===== src/rtl/spart_rx.sv =====
// Purpose: 8N1 serial receiver, 16x oversampled by the shared Enable tick; flags data, framing and overrun.
// Latency: RDA/RxD_data/flags update on the clk edge that takes the stop-bit sample (1 clk after that Enable).
// Backpressure: none; an unread byte is overwritten by the next good frame and oerr is raised instead.
//
// Ports:
//   clk, rst_n   - system clock, asynchronous active-low reset
//   Enable       - one-clk tick at 16x baud
//   RxD          - asynchronous serial input, idle high, LSB first
//   clr_rda      - one-cycle read acknowledge; clears RDA, ferr, oerr
//   RxD_data     - last correctly framed byte
//   RDA          - receive data available
//   ferr, oerr   - sticky framing error / overrun
module spart_rx (
  input  logic       clk,
  input  logic       rst_n,
  input  logic       Enable,
  input  logic       RxD,
  input  logic       clr_rda,
  output logic [7:0] RxD_data,
  output logic       RDA,
  output logic       ferr,
  output logic       oerr
);

  typedef enum logic [1:0] {IDLE, START, DATA, STOP} state_t;

  state_t      state;
  logic [3:0]  tcnt;
  logic [2:0]  bcnt;
  logic [7:0]  shreg;
  logic [1:0]  sync;
  logic        rxs;
  logic        stop_hit;

  // Synchronizer resets to the idle level so a reset never looks like a start bit.
  always_ff @(posedge clk or negedge rst_n) begin
    if (!rst_n) begin
      sync <= 2'b11;
    end else begin
      sync <= {sync[0], RxD};
    end
  end

  assign rxs = sync[1];

  // Mid-point of the stop bit: the single step where a frame is accepted or rejected.
  assign stop_hit = (state == STOP) && Enable && (tcnt == 4'd15);

  always_ff @(posedge clk or negedge rst_n) begin
    if (!rst_n) begin
      state    <= IDLE;
      tcnt     <= 4'd0;
      bcnt     <= 3'd0;
      shreg    <= 8'h00;
      RxD_data <= 8'h00;
      RDA      <= 1'b0;
      ferr     <= 1'b0;
      oerr     <= 1'b0;
    end else begin
      // A good frame wins over a coincident clr_rda: the new byte is left
      // pending, and the acknowledge only wipes the older error history.
      if (stop_hit && rxs) begin
        RxD_data <= shreg;
        RDA      <= 1'b1;
        oerr     <= ~clr_rda & (oerr | RDA);
        ferr     <= ~clr_rda & ferr;
      end else if (stop_hit) begin
        ferr <= 1'b1;
        if (clr_rda) begin
          RDA  <= 1'b0;
          oerr <= 1'b0;
        end
      end else if (clr_rda) begin
        RDA  <= 1'b0;
        ferr <= 1'b0;
        oerr <= 1'b0;
      end

      case (state)
        // Start detection runs every clk, not just on ticks, for best edge alignment.
        IDLE: begin
          if (!rxs) begin
            state <= START;
            tcnt  <= 4'd0;
          end
        end
        // Eight ticks after the edge is the middle of the start bit.
        START: begin
          if (Enable) begin
            if (tcnt == 4'd7) begin
              tcnt  <= 4'd0;
              bcnt  <= 3'd0;
              state <= rxs ? IDLE : DATA;
            end else begin
              tcnt <= tcnt + 4'd1;
            end
          end
        end
        // tcnt wraps 15 -> 0 on its own, so each sample lands one bit later.
        DATA: begin
          if (Enable) begin
            tcnt <= tcnt + 4'd1;
            if (tcnt == 4'd15) begin
              shreg <= {rxs, shreg[7:1]};
              if (bcnt == 3'd7) begin
                state <= STOP;
              end else begin
                bcnt <= bcnt + 3'd1;
              end
            end
          end
        end
        // Returning to IDLE at mid-stop lets a back-to-back start edge be caught.
        STOP: begin
          if (Enable) begin
            tcnt <= tcnt + 4'd1;
            if (tcnt == 4'd15) begin
              state <= IDLE;
            end
          end
        end
        default: state <= IDLE;
      endcase
    end
  end

endmodule


===== config.mk =====
export PLATFORM = sky130hd
export DESIGN_NAME = spart_rx
export DESIGN_NICKNAME = d
export VERILOG_FILES = /design/src/rtl/spart_rx.sv
export SDC_FILE = /design/constraint.sdc
export NUM_CORES = 1
export LEC_CHECK = 0
export ABC_AREA = 1
export ABC_CLOCK_PERIOD_IN_PS = 1450
export CAP_MARGIN = 20
export CORE_UTILIZATION = 54
export DETAILED_ROUTE_END_ITERATION = 10
export GPL_ROUTABILITY_DRIVEN = 0
export GPL_TIMING_DRIVEN = 0
export PLACE_DENSITY = 0.78
export SLEW_MARGIN = 20
export SYNTH_ARGS = -nofsm -noshare
export SYNTH_HDL_FRONTEND = slang
export SYNTH_SLANG_ARGS = --single-unit

===== constraint.sdc =====
create_clock -name clk -period 1.45 [get_ports clk]
set_input_delay 0.435 -clock clk [delete_from_list [all_inputs] [get_ports clk]]
set_output_delay 0.435 -clock clk [all_outputs]
set_load 0.01 [all_outputs]

==> results of run 1 <==
==> metal layers <==
metal / up-vias / track usage, % / routed length [um]
met3: 2 / 8.41 / 112
met2: 25 / 36.1 / 1390
li1: 521 / - / -
met5: - / 0 / 0
met1: 523 / 28.9 / 1210
met4: 0 / 13.6 / 27
==> state kept, by name, summed over array words and instances (netlist names), named ones only <==
signal,cells
RxD_data,8
shreg,8
tcnt,4
bcnt,3
sync,2
RDA,1
ferr,1
oerr,1
state,1
==> through the flow <==
stage	area, sq um	cells	hold slack [ns]	total power, uW	setup TNS (ns)
3_3_place_gp	1580	190	0.348	1490	-20.88
5_1_grt	1770	203	0.169	2300	-0.168
2_1_floorplan	1390	145	0.139	1410	0
6_report	1770	203	0.127	2140	0
4_1_cts	1710	203	0.135	2080	-0.0204
3_5_place_dp	1580	190	0.348	1530	-6.62
==> cell families after synthesis <==
| group | count (synthesis) | synth area share, % |
|---|---|---|
| AO/OA/AOI/OAI | 23 | 13.4 |
| flip-flops | 30 | 54.0 |
| adder cells (fa/ha/maj) | 3 | 2.69 |
| XOR/XNOR | 1 | 0.628 |
| buffers and inverters | 22 | 7.00 |
| AND/OR/NAND/NOR | 66 | 22.3 |
==> cell type report <==
| cell class | instances | area (sq um) | share of cell area, % |
|---|---|---|---|
| tap | 30 | 37.5 | 2.12 |
| clock inverter | 1 | 5.00 | 0.283 |
| inverter | 20 | 77.6 | 4.39 |
| sequential | 30 | 753 | 42.6 |
| multi-input combinational | 93 | 603 | 34.1 |
| timing repair buffer | 20 | 210 | 11.9 |
| clock buffer | 7 | 55.1 | 3.11 |
| buffer | 2 | 26.3 | 1.49 |
==> path summary, 6_finish.rpt <==
check | start | to | slack (ns) | depth (start not counted)
max in group asynchronous | rst_n | RxD_data[5] | 0.88 | 1
hold / removal | rst_n | RxD_data[0] | 0.13 | 1
hold reg to reg | sync[0] | sync[1] | 0.36 | 0
setup / recovery | bcnt[0] | bcnt[0] | 0.04 | 10
setup reg to reg | bcnt[0] | bcnt[0] | 0.04 | 10
min in group clk | sync[0] | sync[1] | 0.36 | 0
==> repair_timing <==
item                       4_1_cts  5_1_grt
setup endpoints to repair       27       29
gates cloned                     1        0
buffers inserted                 4        0
gates resized for setup         23       17
pin swaps                        2        6
==> layout by cell type (no fill, tap or decap), types with 2 or more instances in the layout <==
cell type and instances:
ha_4 2, nor2_4 2, nand2_2 5, nor2_2 2, clkdlybuf4s50_1 2, clkbuf_4 5, clkdlybuf4s15_1 11, a21oi_1 2
inv_1 14, o21ai_2 17, dfstp_2 2, dfrtp_1 28, nand2_1 41, o21ai_0 2, buf_4 4, nand3_4 2
nand3_1 9, nor2_1 2, inv_2 5
==> power breakdown <==
group	switching [uW]	internal, uW	leakage [uW]	total [uW]
clock network	282	235	0.0000353	517
logic	385	204	0.000394	589
registers	116	917	0.000406	1030
==> critical path: cells and delay by family, from the launching register on <==
kind | cells | cell delay (ns)
AND/OR/NAND/NOR | 6 | 0.44
flip-flops | 1 | 0.39
buffers and inverters | 2 | 0.11
adder cells (fa/ha/maj) | 2 | 0.36
==> results.yml, run 1 <==
clock_network:
  clkLatencyLatePin_ns: 0.33
  cts_made_buffers: 5
  cts_tree: "done"
  cts_root_buf: "clkbuf_4"
  clk_path_buf_depth: 2
  htreeDepth: 2
  clk_pin_slew_ns: 0.10
  cts.hold.buffers_added: 0
  numClockSinks: 30
timing:
  finClkSkew_ns: 0.0140
  maxSlewViolCount: 0
  tightestPinTransition_ns: 0.667
  finalWorstSetupSlack_ns: 0.0354
  relSlewSlack_pct: 55.5
  setup_viol: 0
  rsz0062_at_grt: "true"
  fmax_mhz: 707
  hold_violations: 0
  period_share_pct: 97.6
  fin_crit_ns: 1.41
synthesis:
  yosys_warnings: 0
  synth_common_cells: "nand2_1, dfrtp_1, o21ai_2, inv_1, nand3_1"
  ys_ff_latch: 30
  seq_area_frac_synth_pct: 54.0
  avgSynthCellArea_sq_um: 9.61
  async_flop_share_pct: 100
  yosysMostFrequentCell: "nand2_1"
  synthTopCellsByArea: "dfrtp_1, nand2_1, o21ai_2, inv_1, dfstp_2"
  dominantRegCellSynth: "dfrtp_1"
  syn_inst: 145
  syn_nets: 153
  syn-cell-area_sq_um: 1390
  synth.largest_area_cell: "dfrtp_1"
  yosysTopAreaCellShare_pct: 50.3
  synth_edf_count: 0
  synth_cell_types: 22
route:
  post_drt_wl_per_cell_um: 13.5
  drt-vias-per-instance: 5.28
  wirelength_mm: 2.74
  route.vias.total: 1071
  drcViolationCount: 0
  firstDrtPassIters: 4
  ant_nets: 0
  drt_iter0_drc: 22
setup_path:
  cp-end-kind: "register"
  worst_setup_path_start_kind: "register"
  required_ns: 1.66
  worst_path_largest_cell_delay_ns: 0.39
  worst_path_most_repeated_cell: "nand2_2"
  path_class: "reg -> reg"
  cp_max_fo: 4
  cp_slowest_cell: "dfrtp_1"
  worstPathCellList: "ha_2 -> ha_4 -> inv_2 -> nand2_2 -> nand2_2 -> nand2_2 -> nor2_4 -> inv_2 -> nand2_2 -> nand2_1"
  cp.arrival_ns: 1.63
power:
  vdd_ir_drop_max_v: 0.00106
  power_density_nw_per_um2: 1210
  p_leak_uw: 0.000836
grt:
  grt_overflow: 0
  grt_pass1_vias: 980
  grtUsageTotal_pct: 23.7
  grt_max_degree: 31
  antenna_found_initial: 0
  grt_pass1_wl_mm: 4.43
worst_hold_path:
  hold_path.class: "in -> async"
die:
  die_area_sq_um: 2790
  coreArea_sq_um: 2450
  ioPinCount: 16
  rows: 18
  start_util_pct: 56.8
  die_x_um: 52.8
  die_y_um: 52.8
finish:
  final_nets: 180
  antenna_cells: 0
  drive_gt1_share_pct: 32.4
  fin_util_pct: 72.0
  fillCellCount: 187
  area_delta_synth_final_pct: 26.8
placement:
  dp_hpwl_mm: 1.85
  place_ws_ns: -0.315
  portBuffers: 15
flow_run:
  maxCapViolations: 0
status:
  status: "complete, no violations"
(Power assumes the default switching activity.)
==> run 2, diff against run 1 <==
--- a/config.mk
+++ b/config.mk
@@ -9,6 +9,7 @@
 export ABC_CLOCK_PERIOD_IN_PS = 1450
 export CAP_MARGIN = 20
 export CORE_UTILIZATION = 54
+export CTS_CLUSTER_DIAMETER = 60
 export DETAILED_ROUTE_END_ITERATION = 10
 export GPL_ROUTABILITY_DRIVEN = 0
 export GPL_TIMING_DRIVEN = 0
==> results of run 2 <==
No change in the layout: final DEF, timing and power equal those of run 1.
==> run 3, diff against run 2 <==
--- a/config.mk
+++ b/config.mk
@@ -6,14 +6,15 @@
 export NUM_CORES = 1
 export LEC_CHECK = 0
 export ABC_AREA = 1
-export ABC_CLOCK_PERIOD_IN_PS = 1450
+export ABC_CLOCK_PERIOD_IN_PS = 1190
 export CAP_MARGIN = 20
-export CORE_UTILIZATION = 54
+export CORE_UTILIZATION = 49
 export CTS_CLUSTER_DIAMETER = 60
 export DETAILED_ROUTE_END_ITERATION = 10
 export GPL_ROUTABILITY_DRIVEN = 0
 export GPL_TIMING_DRIVEN = 0
-export PLACE_DENSITY = 0.78
+export PLACE_DENSITY = 0.75
+export REMOVE_ABC_BUFFERS = 1
 export SLEW_MARGIN = 20
 export SYNTH_ARGS = -nofsm -noshare
 export SYNTH_HDL_FRONTEND = slang
==> constraint.sdc (replaced) <==
create_clock -name clk -period 1.19 [get_ports clk]
set_input_delay 0.357 -clock clk [delete_from_list [all_inputs] [get_ports clk]]
set_output_delay 0.357 -clock clk [all_outputs]
set_load 0.01 [all_outputs]
==> results.yml, run 3 (synthesis gave the netlist of run 1 again) <==
timing:
  finalWorstSetupSlack_ns: -0.233
  hold_violations: 0
  fmax_mhz: 703
  rsz0062_at_grt: "true"
  tightestPinTransition_ns: 0.651
  relSlewSlack_pct: 56.6
  period_share_pct: 120
  fin_crit_ns: 1.42
  setup_viol: 36
  finClkSkew_ns: 0.0106
  maxSlewViolCount: 0
clock_network:
  clk_pin_slew_ns: 0.10
  cts_tree: "done"
  cts_made_buffers: 5
  clkLatencyLatePin_ns: 0.33
  cts.hold.buffers_added: 0
  htreeDepth: 2
  cts_root_buf: "clkbuf_4"
  clk_path_buf_depth: 2
  numClockSinks: 30
finish:
  drive_gt1_share_pct: 55.6
  area_delta_synth_final_pct: 39.6
  final_nets: 196
  fillCellCount: 169
  top_regs: "RxD_data: 8 flops, shreg: 8 flops, tcnt: 4 flops"
  most-common-layout-cells: "dfrtp_1, nand2_1, nand2_2"
  final_common_cell: "dfrtp_1"
  layout.cells.non_filler: 219
  antenna_cells: 0
placement:
  dp_cells: 188
  portBuffers: 15
  place_ws_ns: -0.634
  dp_hpwl_mm: 1.66
setup_path:
  r2r_slack_ns: -0.23
  cp-end-kind: "register"
  cp.arrival_ns: 1.63
  worstReg2RegStart: "bcnt[1]"
  startpoint: "bcnt[1]"
  path_class: "reg -> reg"
  r2r_end: "bcnt[0]"
  cp_slowest_cell: "dfrtp_1"
  endpoint: "bcnt[0]"
  worst_setup_path_start_kind: "register"
  cp_max_fo: 4
  worst_path_largest_cell_delay_ns: 0.39
  worstPathCellList: "ha_2 -> ha_4 -> inv_2 -> nand2_2 -> nand2_2 -> nand2_2 -> nor2_4 -> inv_2 -> nand2_1 -> nand2_1"
  worst_path_most_repeated_cell: "nand2_2"
  ff2ff_path_depth: 10
  required_ns: 1.40
die:
  die_area_sq_um: 3060
  die_y_um: 55.3
  coreArea_sq_um: 2590
  start_util_pct: 53.8
  die_x_um: 55.3
  ioPinCount: 16
  rows: 18
worst_hold_path:
  hold_path.class: "in -> async"
grt:
  grt_overflow: 0
  grt_max_degree: 31
  grt_pass1_wl_mm: 4.86
  grt_pass1_vias: 1069
  grtUsageTotal_pct: 20.7
  antenna_found_initial: 0
status:
  status: "complete, but fails checks"
  violations: "negative setup slack"
route:
  wirelength_mm: 3.09
  drt_iter0_drc: 25
  ant_nets: 0
  drcViolationCount: 0
  drt-vias-per-instance: 5.24
  post_drt_wl_per_cell_um: 14.1
  firstDrtPassIters: 4
  route.vias.total: 1147
power:
  p_leak_uw: 0.000922
  power_density_nw_per_um2: 1510
  vdd_ir_drop_max_v: 0.00143
flow_run:
  maxCapViolations: 0
[run 3: changes by cell type in the layout (fill, tap and decap cells not counted), moves of 5 or more]
cell | previous run | this run
nand2_4 | 0 | 5
buf_2 | 1 | 12
clkdlybuf4s15_1 | 11 | 1
nand2_1 | 41 | 22
nand2_2 | 5 | 19
buf_4 | 4 | 17
[run 3: worst max-delay path, delay by kind of cell, from the launching register on]
family	cells	cell delay [ns]
flip-flops	1	0.39
adder cells (fa/ha/maj)	2	0.35
buffers and inverters	2	0.11
AND/OR/NAND/NOR	6	0.45
[run 3: metal layers]
layer / up-vias / wire length (um) / GRT usage [%]
met3: 9 / 128 / 5.15
met1: 557 / 1300 / 25.6
met4: 0 / 66 / 10.7
li1: 550 / - / -
met2: 31 / 1600 / 33.4
met5: - / 0 / 0
[run 3: metrics by stage]
step           instance area, sq um  util (%)  hold slack (ns)  setup TNS [ns]  power [uW]
2_1_floorplan                  1370         -           0.0614           -3.33        1720
3_3_place_gp                   1560      60.2            0.347          -33.74        1830
3_5_place_dp                   1550      60.0            0.347          -14.02        1870
4_1_cts                        1800      69.5           0.0498           -2.72        2780
5_1_grt                        1950      75.1           0.0927           -5.58        3110
6_report                       1950      75.1           0.0421           -3.09        2940
[run 3: layout make-up]
type | instances | area (sq um) | area share, %
sequential | 30 | 756 | 38.8
clock buffer | 8 | 58.8 | 3.02
timing repair buffer | 37 | 300 | 15.4
inverter | 20 | 77.6 | 3.99
multi-input combinational | 94 | 716 | 36.8
tap | 30 | 37.5 | 1.93
[run 3: where the power goes]
group / total (uW) / leakage [uW] / switching (uW) / internal [uW]
clock network: 629 / 0.0000326 / 338 / 291
logic: 1050 / 0.000485 / 626 / 428
registers: 1250 / 0.000404 / 129 / 1120
[run 3: what timing repair did]
item                       4_1_cts  5_1_grt
cloned                           1        1
buffers inserted                13        8
gates resized for setup         80       18
pin swaps                       14        6
setup endpoints to repair       38       37
hold endpoints to repair         0        0
[run 3: how the worst min path moves through the flow]
stage                        from     endpoint  slack (ns)  cells past startpoint
after CTS                   rst_n      bcnt[1]        0.05                      1
after global routing        rst_n      bcnt[1]        0.09                      1
after global placement    sync[0]      sync[1]        0.35                      0
final                       rst_n  RxD_data[4]        0.04                      1
after detailed placement  sync[0]      sync[1]        0.35                      0
after floorplan             rst_n          RDA        0.06                      0
